## src/rtl/elpis_print_buffer.sv

```systemverilog
// elpis_print_buffer: buffers 32-bit print words from the core in a small FIFO
// and exposes them to a Wishbone classic host through DATA/STATUS/CTRL registers.
// Optional feature: define ELPIS_PRINT_IRQ_EN to drive irq_o from irq_enable && !empty.
module elpis_print_buffer #(
    parameter int unsigned DEPTH     = 8,
    parameter logic [31:0] BASE_ADDR = 32'h3000_0000
) (
    input  logic        wb_clk_i,
    input  logic        wb_rst_i,
    input  logic        print_valid,
    input  logic [31:0] print_data,
    output logic        print_ready,
    input  logic        wbs_stb_i,
    input  logic        wbs_cyc_i,
    input  logic        wbs_we_i,
    input  logic [3:0]  wbs_sel_i,
    input  logic [31:0] wbs_adr_i,
    input  logic [31:0] wbs_dat_i,
    output logic        wbs_ack_o,
    output logic [31:0] wbs_dat_o,
    output logic        print_pending,
    output logic        irq_o
);

    localparam int unsigned AW = $clog2(DEPTH);
    localparam int unsigned CW = $clog2(DEPTH) + 1;
    localparam logic [CW-1:0] FULL_COUNT = CW'(DEPTH);

    typedef enum logic {
        ST_IDLE = 1'b0,
        ST_ACK  = 1'b1
    } state_t;

    state_t          state_reg, state_next;
    logic [31:0]     mem [DEPTH];
    logic [AW-1:0]   wr_ptr_reg, rd_ptr_reg;
    logic [CW-1:0]   count_reg;
    logic            stalled_reg, irq_enable_reg;
    logic [31:0]     dat_reg, dat_next;
    logic [31:0]     status_word, rdata_sel;

    logic            empty, full, hit, take, push, pop, flush, clear_stall, ctrl_wr, stall_event;
    logic [1:0]      offset;

    // Byte selects, upper write-data bits and byte-lane address bits carry no meaning here.
    logic unused_inputs;
    assign unused_inputs = ^{wbs_sel_i, wbs_dat_i[31:3], wbs_adr_i[1:0]};

    assign empty         = (count_reg == '0);
    assign full          = (count_reg == FULL_COUNT);
    assign print_ready   = !full;
    assign print_pending = !empty;
    assign wbs_ack_o     = (state_reg == ST_ACK);
    assign wbs_dat_o     = dat_reg;

    assign hit         = wbs_stb_i && wbs_cyc_i && (wbs_adr_i[31:4] == BASE_ADDR[31:4]);
    assign offset      = wbs_adr_i[3:2];
    assign push        = print_valid && !full;
    assign stall_event = print_valid && !full ? 1'b0 : print_valid;
    assign pop         = take && !wbs_we_i && (offset == 2'd0) && !empty;
    assign ctrl_wr     = take && wbs_we_i && (offset == 2'd2);
    assign flush       = ctrl_wr && wbs_dat_i[0];
    assign clear_stall = ctrl_wr && wbs_dat_i[1];

    // Slave FSM: a hit in IDLE commits the register action and acks on the next cycle.
    always_comb begin
        state_next = state_reg;
        take       = 1'b0;
        case (state_reg)
            ST_IDLE: begin
                if (hit) begin
                    state_next = ST_ACK;
                    take       = 1'b1;
                end
            end
            ST_ACK:  state_next = ST_IDLE;
            default: state_next = ST_IDLE;
        endcase
    end

    // Assemble STATUS and select read data by register offset.
    always_comb begin
        status_word           = 32'h0;
        status_word[0]        = empty;
        status_word[1]        = full;
        status_word[2]        = stalled_reg;
        status_word[3]        = irq_enable_reg;
        status_word[8 +: CW]  = count_reg;
        rdata_sel             = 32'h0;
        case (offset)
            2'd0:    rdata_sel = empty ? 32'h0 : mem[rd_ptr_reg];
            2'd1:    rdata_sel = status_word;
            2'd2:    rdata_sel = {29'b0, irq_enable_reg, 2'b0};
            default: rdata_sel = 32'h0;
        endcase
        dat_next = (take && !wbs_we_i) ? rdata_sel : 32'h0;
    end

    // FIFO storage; not reset, a flush only rewinds the pointers.
    always_ff @(posedge wb_clk_i) begin
        if (push) begin
            mem[wr_ptr_reg] <= print_data;
        end
    end

    // Pointers, occupancy, sticky stall flag, control bits and the read-data register.
    always_ff @(posedge wb_clk_i) begin
        if (wb_rst_i) begin
            state_reg      <= ST_IDLE;
            dat_reg        <= 32'h0;
            wr_ptr_reg     <= '0;
            rd_ptr_reg     <= '0;
            count_reg      <= '0;
            stalled_reg    <= 1'b0;
            irq_enable_reg <= 1'b0;
        end else begin
            state_reg <= state_next;
            dat_reg   <= dat_next;
            if (flush) begin
                // A flush discards any word pushed in the same cycle.
                wr_ptr_reg <= '0;
                rd_ptr_reg <= '0;
                count_reg  <= '0;
            end else begin
                if (push) wr_ptr_reg <= wr_ptr_reg + AW'(1);
                if (pop)  rd_ptr_reg <= rd_ptr_reg + AW'(1);
                case ({push, pop})
                    2'b10:   count_reg <= count_reg + CW'(1);
                    2'b01:   count_reg <= count_reg - CW'(1);
                    default: count_reg <= count_reg;
                endcase
            end
            // A stall seen in the same cycle as a clear is kept so it is not lost.
            if (stall_event) begin
                stalled_reg <= 1'b1;
            end else if (clear_stall) begin
                stalled_reg <= 1'b0;
            end
            if (ctrl_wr) begin
                irq_enable_reg <= wbs_dat_i[2];
            end
        end
    end

`ifdef ELPIS_PRINT_IRQ_EN
    logic irq_reg;

    // Interrupt follows the registered enable/occupancy state one cycle later.
    always_ff @(posedge wb_clk_i) begin
        if (wb_rst_i) begin
            irq_reg <= 1'b0;
        end else begin
            irq_reg <= irq_enable_reg && !empty;
        end
    end

    assign irq_o = irq_reg;
`else
    assign irq_o = 1'b0;
`endif

endmodule
```

## config.mk

```make
export PLATFORM = sky130hd
export DESIGN_NAME = elpis_print_buffer
export DESIGN_NICKNAME = d
export VERILOG_FILES = /design/src/rtl/elpis_print_buffer.sv
export SDC_FILE = /design/constraint.sdc
export NUM_CORES = 1
export LEC_CHECK = 0
export ABC_AREA = 1
export BUFFER_PORTS_ARGS = -buffer_cell sky130_fd_sc_hd__buf_2
export CORE_UTILIZATION = 45
export DETAILED_ROUTE_END_ITERATION = 7
export GPL_ROUTABILITY_DRIVEN = 0
export HOLD_SLACK_MARGIN = 0.03
export PLACE_DENSITY_LB_ADDON = 0.08
export SYNTH_ARGS = -nofsm -noshare
export SYNTH_HDL_FRONTEND = slang
export SYNTH_SLANG_ARGS = --single-unit
```

## constraint.sdc

```tcl
create_clock -name wb_clk_i -period 3.3 [get_ports wb_clk_i]
set_input_delay 0.66 -clock wb_clk_i [delete_from_list [all_inputs] [get_ports wb_clk_i]]
set_output_delay 0.66 -clock wb_clk_i [all_outputs]
set_load 0.02 [all_outputs]
```

* Yosys cells after proc, flatten, opt, wreduce, memory -nomap -nowiden *
Memory sizes are Yosys's and may differ from the RTL's. A register that Yosys moved wholly into a read port is not among the register bits.
Index checks and enable logic that the tools add are counted.

operators by class
  add/sub/neg operators = 4
  equality and inequality tests = 6
  muxes and demuxes = 13
  bitwise operators = 2
  reductions and logical operators = 19

operators with widths
  operator                                                                  count
  32-bit one-hot mux with 3 select lines                                    1
  32-bit two-way mux                                                        1
  28-bit by 26-bit equality test with 1-bit output (second input constant)  1
  1-bit logical AND                                                         10
  4-bit one-hot mux with 2 select lines                                     1
  1-bit two-way mux                                                         7
  3-bit by 1-bit adder with 3-bit output (second input constant)            2
  3-bit two-way mux                                                         2
  4-bit by 1-bit adder with 4-bit output (second input constant)            1
  2-bit by 1-bit equality test with 1-bit output (second input constant)    2
  2-bit equality test (second input constant)                               2
  4-bit equality test (second input constant)                               1
  4-bit logical NOT                                                         1
  2-bit nonzero test                                                        2
  2-bit OR reduction                                                        2
  4-bit by 1-bit subtractor with 4-bit output (second input constant)       1
  1-bit logical NOT                                                         3
  2-bit logical NOT                                                         1
  1-bit NOT                                                                 2
  1-bit one-hot mux with 2 select lines                                     1

storage, ports and cells
  register bits after elaboration = 45
  RAM bits = 256
  input bits = 106
  memories kept = 1

memories
  memory  depth  width  rd ports  clocked after memory_dff  wr ports  line  text
  mem     8      32     1         1                         1         35    logic [31:0] mem [DEPTH];

* Depth between registers and ports, before layout *
  word-level depth = 9
  gate-level depth with buffers = 16
  gate-level depth less buffers = 16

* Worst setup path after synthesis *
Ideal clock, no wire load.

  path kind = register to register
  from = register count_reg[0]
  to = memory mem[0][0], enable pin
  library setup time = 421 ps
  arrival time = 2,534 ps
  slack = 345 ps
  cell stages (with the launch flop) = 6
  path buffers = 0
  period minus slack after synthesis = 2,955 ps
  cells stage by stage = dfxtp_1 nor2_2 nand3_1 nand2_1 or2_1 nor2_1

on the way
  cells in the longest elaborated chain, start to end = 5

ends and longest elaborated chain
  element                                  line  text
  start, declared                          37    logic [CW-1:0] count_reg;
  start signal, assigned                   128   2'b10: count_reg <= count_reg + CW'(1);
  start signal, assigned                   129   2'b01: count_reg <= count_reg - CW'(1);
  start signal, assigned                   130   default: count_reg <= count_reg;
  4-bit equality test                      50    assign full = (count_reg == FULL_COUNT);
  1-bit logical NOT                        -
  named net print_ready                    12    output logic print_ready,
  1-bit logical AND                        58    assign push = print_valid && !full;
  1-bit two-way mux                        101   if (push) begin
  1-bit two-way mux (not written as such)  102   mem[wr_ptr_reg] <= print_data;
  end, declared                            35

The timed path passes the listed nets, and every way through them passes these cells.

* Worst setup path in the final report *
  from = register count_reg[0]
  to = register count_reg[2]

on the way
  cells in the longest elaborated chain, start to end = 5

ends and longest elaborated chain
  element                                                                                line  text
  4-bit logical NOT *                                                                    49    assign empty = (count_reg == '0);
  1-bit logical NOT *                                                                    60    assign pop = take && !wbs_we_i && (offset == 2'd0) && !empty;
  1-bit logical AND *                                                                    60
  named net pop                                                                          42    logic empty, full, hit, take, push, pop, flush, clear_stall, ctrl_wr, stall_event;
  2-bit by 1-bit equality test with 1-bit output or 2-bit equality test (tied branches)  127   case ({push, pop})
  4-bit one-hot mux with 2 select lines or 2-bit nonzero test (tied branches)            -

Mark *: on every way through the listed nets, which the timed path passes. The rest lies on a longest branch.
A chain may end at the register's enable or synchronous reset.

==> reports/results.tsv <==
stage	metric	value	unit
run_status	status	finished clean	
job	max cap viols	0	
critical_path	WP buf/inv	1	
hold_path	Cells on Worst Hold Path	2	
hold_path	Hold Crit Class	in2reg	
clock_tree	number of gates resized after CTS	0	
sta	Fin. Hold Viols	0	
critical_path	R2R Setup Slk	0.99	ns
route	DR vias/cell	5.27	
floorplan	count of boundary I/O pins	142	
sta	Slew Viols, Final	0	
route	Routed Antenna Nets	0	
final_layout	Ant. Diodes	0	
yosys	synth warn	0	
critical_path	CP top delay family	simple AND/OR/NAND/NOR gates	
yosys	number of flops mapped to enable cells by yosys	256	
global_routing	initial antenna violation count	1	
sta	hold_ws	0.345	ns
route	Detail Route met3 WL	1590	um
global_routing	vias in the first global route	7070	
floorplan	DIE WIDTH	164	um
power	maximum VDD drop	0.424	mV
route	# DRC	0	
place	placed inst area	12800	um2
yosys	Syn Nets	1040	
sta	fmax	434	MHz
critical_path	ordered list of cells on the worst path	nor2_2 -> nand3_2 -> nand2_4 -> nor2_2 -> nand2_1 -> inv_1 -> ha_1 -> xor2_1 -> ha_1 -> a21oi_1 -> xnor2_1 -> o21ai_0 -> nor2_1	
route	WL/cell	18.6	um
critical_path	Worst EP required	3.74	ns
critical_path	CP startpoint kind	register	
sta	final setup violating endpoints	0	
global_routing	gr ovfl total	0	
clock_tree	Longest Clk Path Bufs	3	
final_layout	final net count	1152	
critical_path	Critical Path AT	2.74	ns
yosys	mean area per synthesized cell	12.7	um2
yosys	FFs w/ async S/R, synth	0	%
sta	Final min period	2.31	ns
sta	setup TNS	0	ns
yosys	Cell Area, Synth	11800	um2
global_routing	first-pass GRT wire length	40000	um
route	Met1 Routed Length	11800	um
yosys	Yosys reg bits	304	
clock_tree	CTS tree	done	
final_layout	commonest non-fill, non-tap cell in the layout	edfxtp_1	
yosys	Post-Synth Simple-Gate Area	11.6	%
route	top sig layer	met5	
route	Final Routed Wirelength	26000	um
yosys	Seq/Total Area, Yosys	73.4	%
clock_tree	cts bufs inserted	31	
yosys	top_reg_cell synth	edfxtp_1	
critical_path	Setup Crit Path Kind	reg2reg	
clock_tree	postcts setup bufs	0	
final_layout	area grow syn2layout	17.1	%
critical_path	worst stage delay on the critical path	0.45	ns
route	met2 routed WL	12200	um
final_layout	leading cell types in the layout, fill and taps excluded	256 x edfxtp_1, 190 x nor2_1, 121 x o21ai_0	
floorplan	die height	164	um
yosys	largest family of logic cells by synthesized area	simple AND/OR/NAND/NOR gates	
sta	crit share post-route	69.9	%
clock_tree	Post-CTS Hold Buffers	0	
place	IO buf count	105	
clock_tree	Clock Latency Late Sink	0.55	ns
place	DP HPWL	14200	um
critical_path	Critical Path Fanout Max	6	
yosys	Syn Inst Count	929	
floorplan	cell row count	58	
route	DR vias	7352	
power	PD cells	581	nW/um2
global_routing	largest net degree at the start of global routing	131	
sta	Slew @ Worst Pin	0.688	ns
floorplan	core area	25400	um2
clock_tree	Reg clk slew, reported paths	0.07	ns
clock_tree	number of H-tree levels	1	
route	DRT iter0 DRCs	507	
sta	Rel. slew slack	54.1	%
floorplan	Starting Density	46.4	%
yosys	Synth Area in Compound Gates	11.0	%
critical_path	FF-to-FF path depth	13	
yosys	post-synthesis mux area share	0	%
sta	RSZ-0062 raised after global routing	false	
critical_path	Stages on worst setup path	13	
sta	Final Skew	0.0112	ns
yosys	synthesized-area fraction occupied by adder cells	0.531	%
global_routing	Total GRT Usage	19.8	%
yosys	Post-Synth XOR/XNOR Area	0.372	%
floorplan	Die ar.	26800	um2
clock_tree	CTS root buf	clkbuf_16	
power	Pleak	4.85	nW
final_layout	fraction of layout cells with a size suffix above 1	20.6	%
final_layout	Util after Layout	54.3	%
final_layout	post-layout instance area	13800	um2
critical_path	CP max-delay cell	dfxtp_1	
clock_tree	# clock sinks	304	
critical_path	Worst Setup End Kind	register	
yosys	Unique masters post-synth	31	
route	First-pass DRT Iterations	5	
final_layout	Largest register FFs	256	
-- power breakdown --
part	internal (W)	switching (W)	total (W)	leakage, nW
Clock	0.00210	0.00139	0.00349	0.508
Combinational	0.0000869	0.000184	0.000271	1.63
Sequential	0.00423	0.0000188	0.00425	2.71
-- cell type report --
type | instances | area (um2)
Fill cell | 2183 | 11600
Sequential cell | 304 | 8650
Multi-Input combinational cell | 549 | 2830
Clock buffer | 46 | 892
Timing Repair Buffer | 130 | 776
Tap cell | 330 | 413
Clock inverter | 12 | 141
Inverter | 25 | 95.1
-- cells in the mapped netlist (16+ instances only) --
cell / n / area, um2
o21ai_0: 121 / 606
o211ai_1: 33 / 248
o22ai_1: 31 / 194
nor3_2: 20 / 200
nand3_1: 16 / 80.1
nor2_1: 198 / 743
edfxtp_1: 256 / 7690
inv_1: 23 / 86.3
o21ai_1: 32 / 160
clkbuf_1: 25 / 93.8
dfxtp_1: 48 / 961
a21oi_1: 17 / 85.1
nand2_1: 47 / 176
-- stage by stage --
| step | power [W] | instances | worst slack (ns) |
|---|---|---|---|
| after global placement | 0.00460 | 1338 | 0.545 |
| after floorplan | 0.00446 | 929 | 0.345 |
| after detailed placement | 0.00461 | 1338 | 0.497 |
| final | 0.00801 | 1396 | 0.994 |
| after global routing | 0.00827 | 1396 | 0.743 |
| after CTS | 0.00808 | 1396 | 0.982 |
-- worst paths after layout --
kind,from,endpoint
worst max-delay path,count_reg[0]$_SDFFE_PP0P_,count_reg[2]$_SDFFE_PP0P_
worst min-delay path,wb_rst_i,stalled_reg$_SDFFE_PP0P_
worst max register to register,count_reg[0]$_SDFFE_PP0P_,count_reg[2]$_SDFFE_PP0P_
worst min register to register,stalled_reg$_SDFFE_PP0P_,stalled_reg$_SDFFE_PP0P_
-- kinds of logic after synthesis --
| logic type | Yosys count |
|---|---|
| and+or+nand+nor | 304 |
| buffers and inverters | 76 |
| AOI/OAI and AO/OA | 234 |
| adders and majority gates | 5 |
| other | 1 |
| xor gates and xnor gates | 5 |
| DFF | 304 |
-- per-layer routing --
| metal | track usage (%) | vias to the layer above |
|---|---|---|
| met4 | 4.59 | 2 |
| li1 | - | 3594 |
| met1 | 27.4 | 3528 |
| met5 | 0 | - |
| met3 | 3.28 | 34 |
| met2 | 32.8 | 194 |
Note: power is estimated with default switching activity, not from simulation.
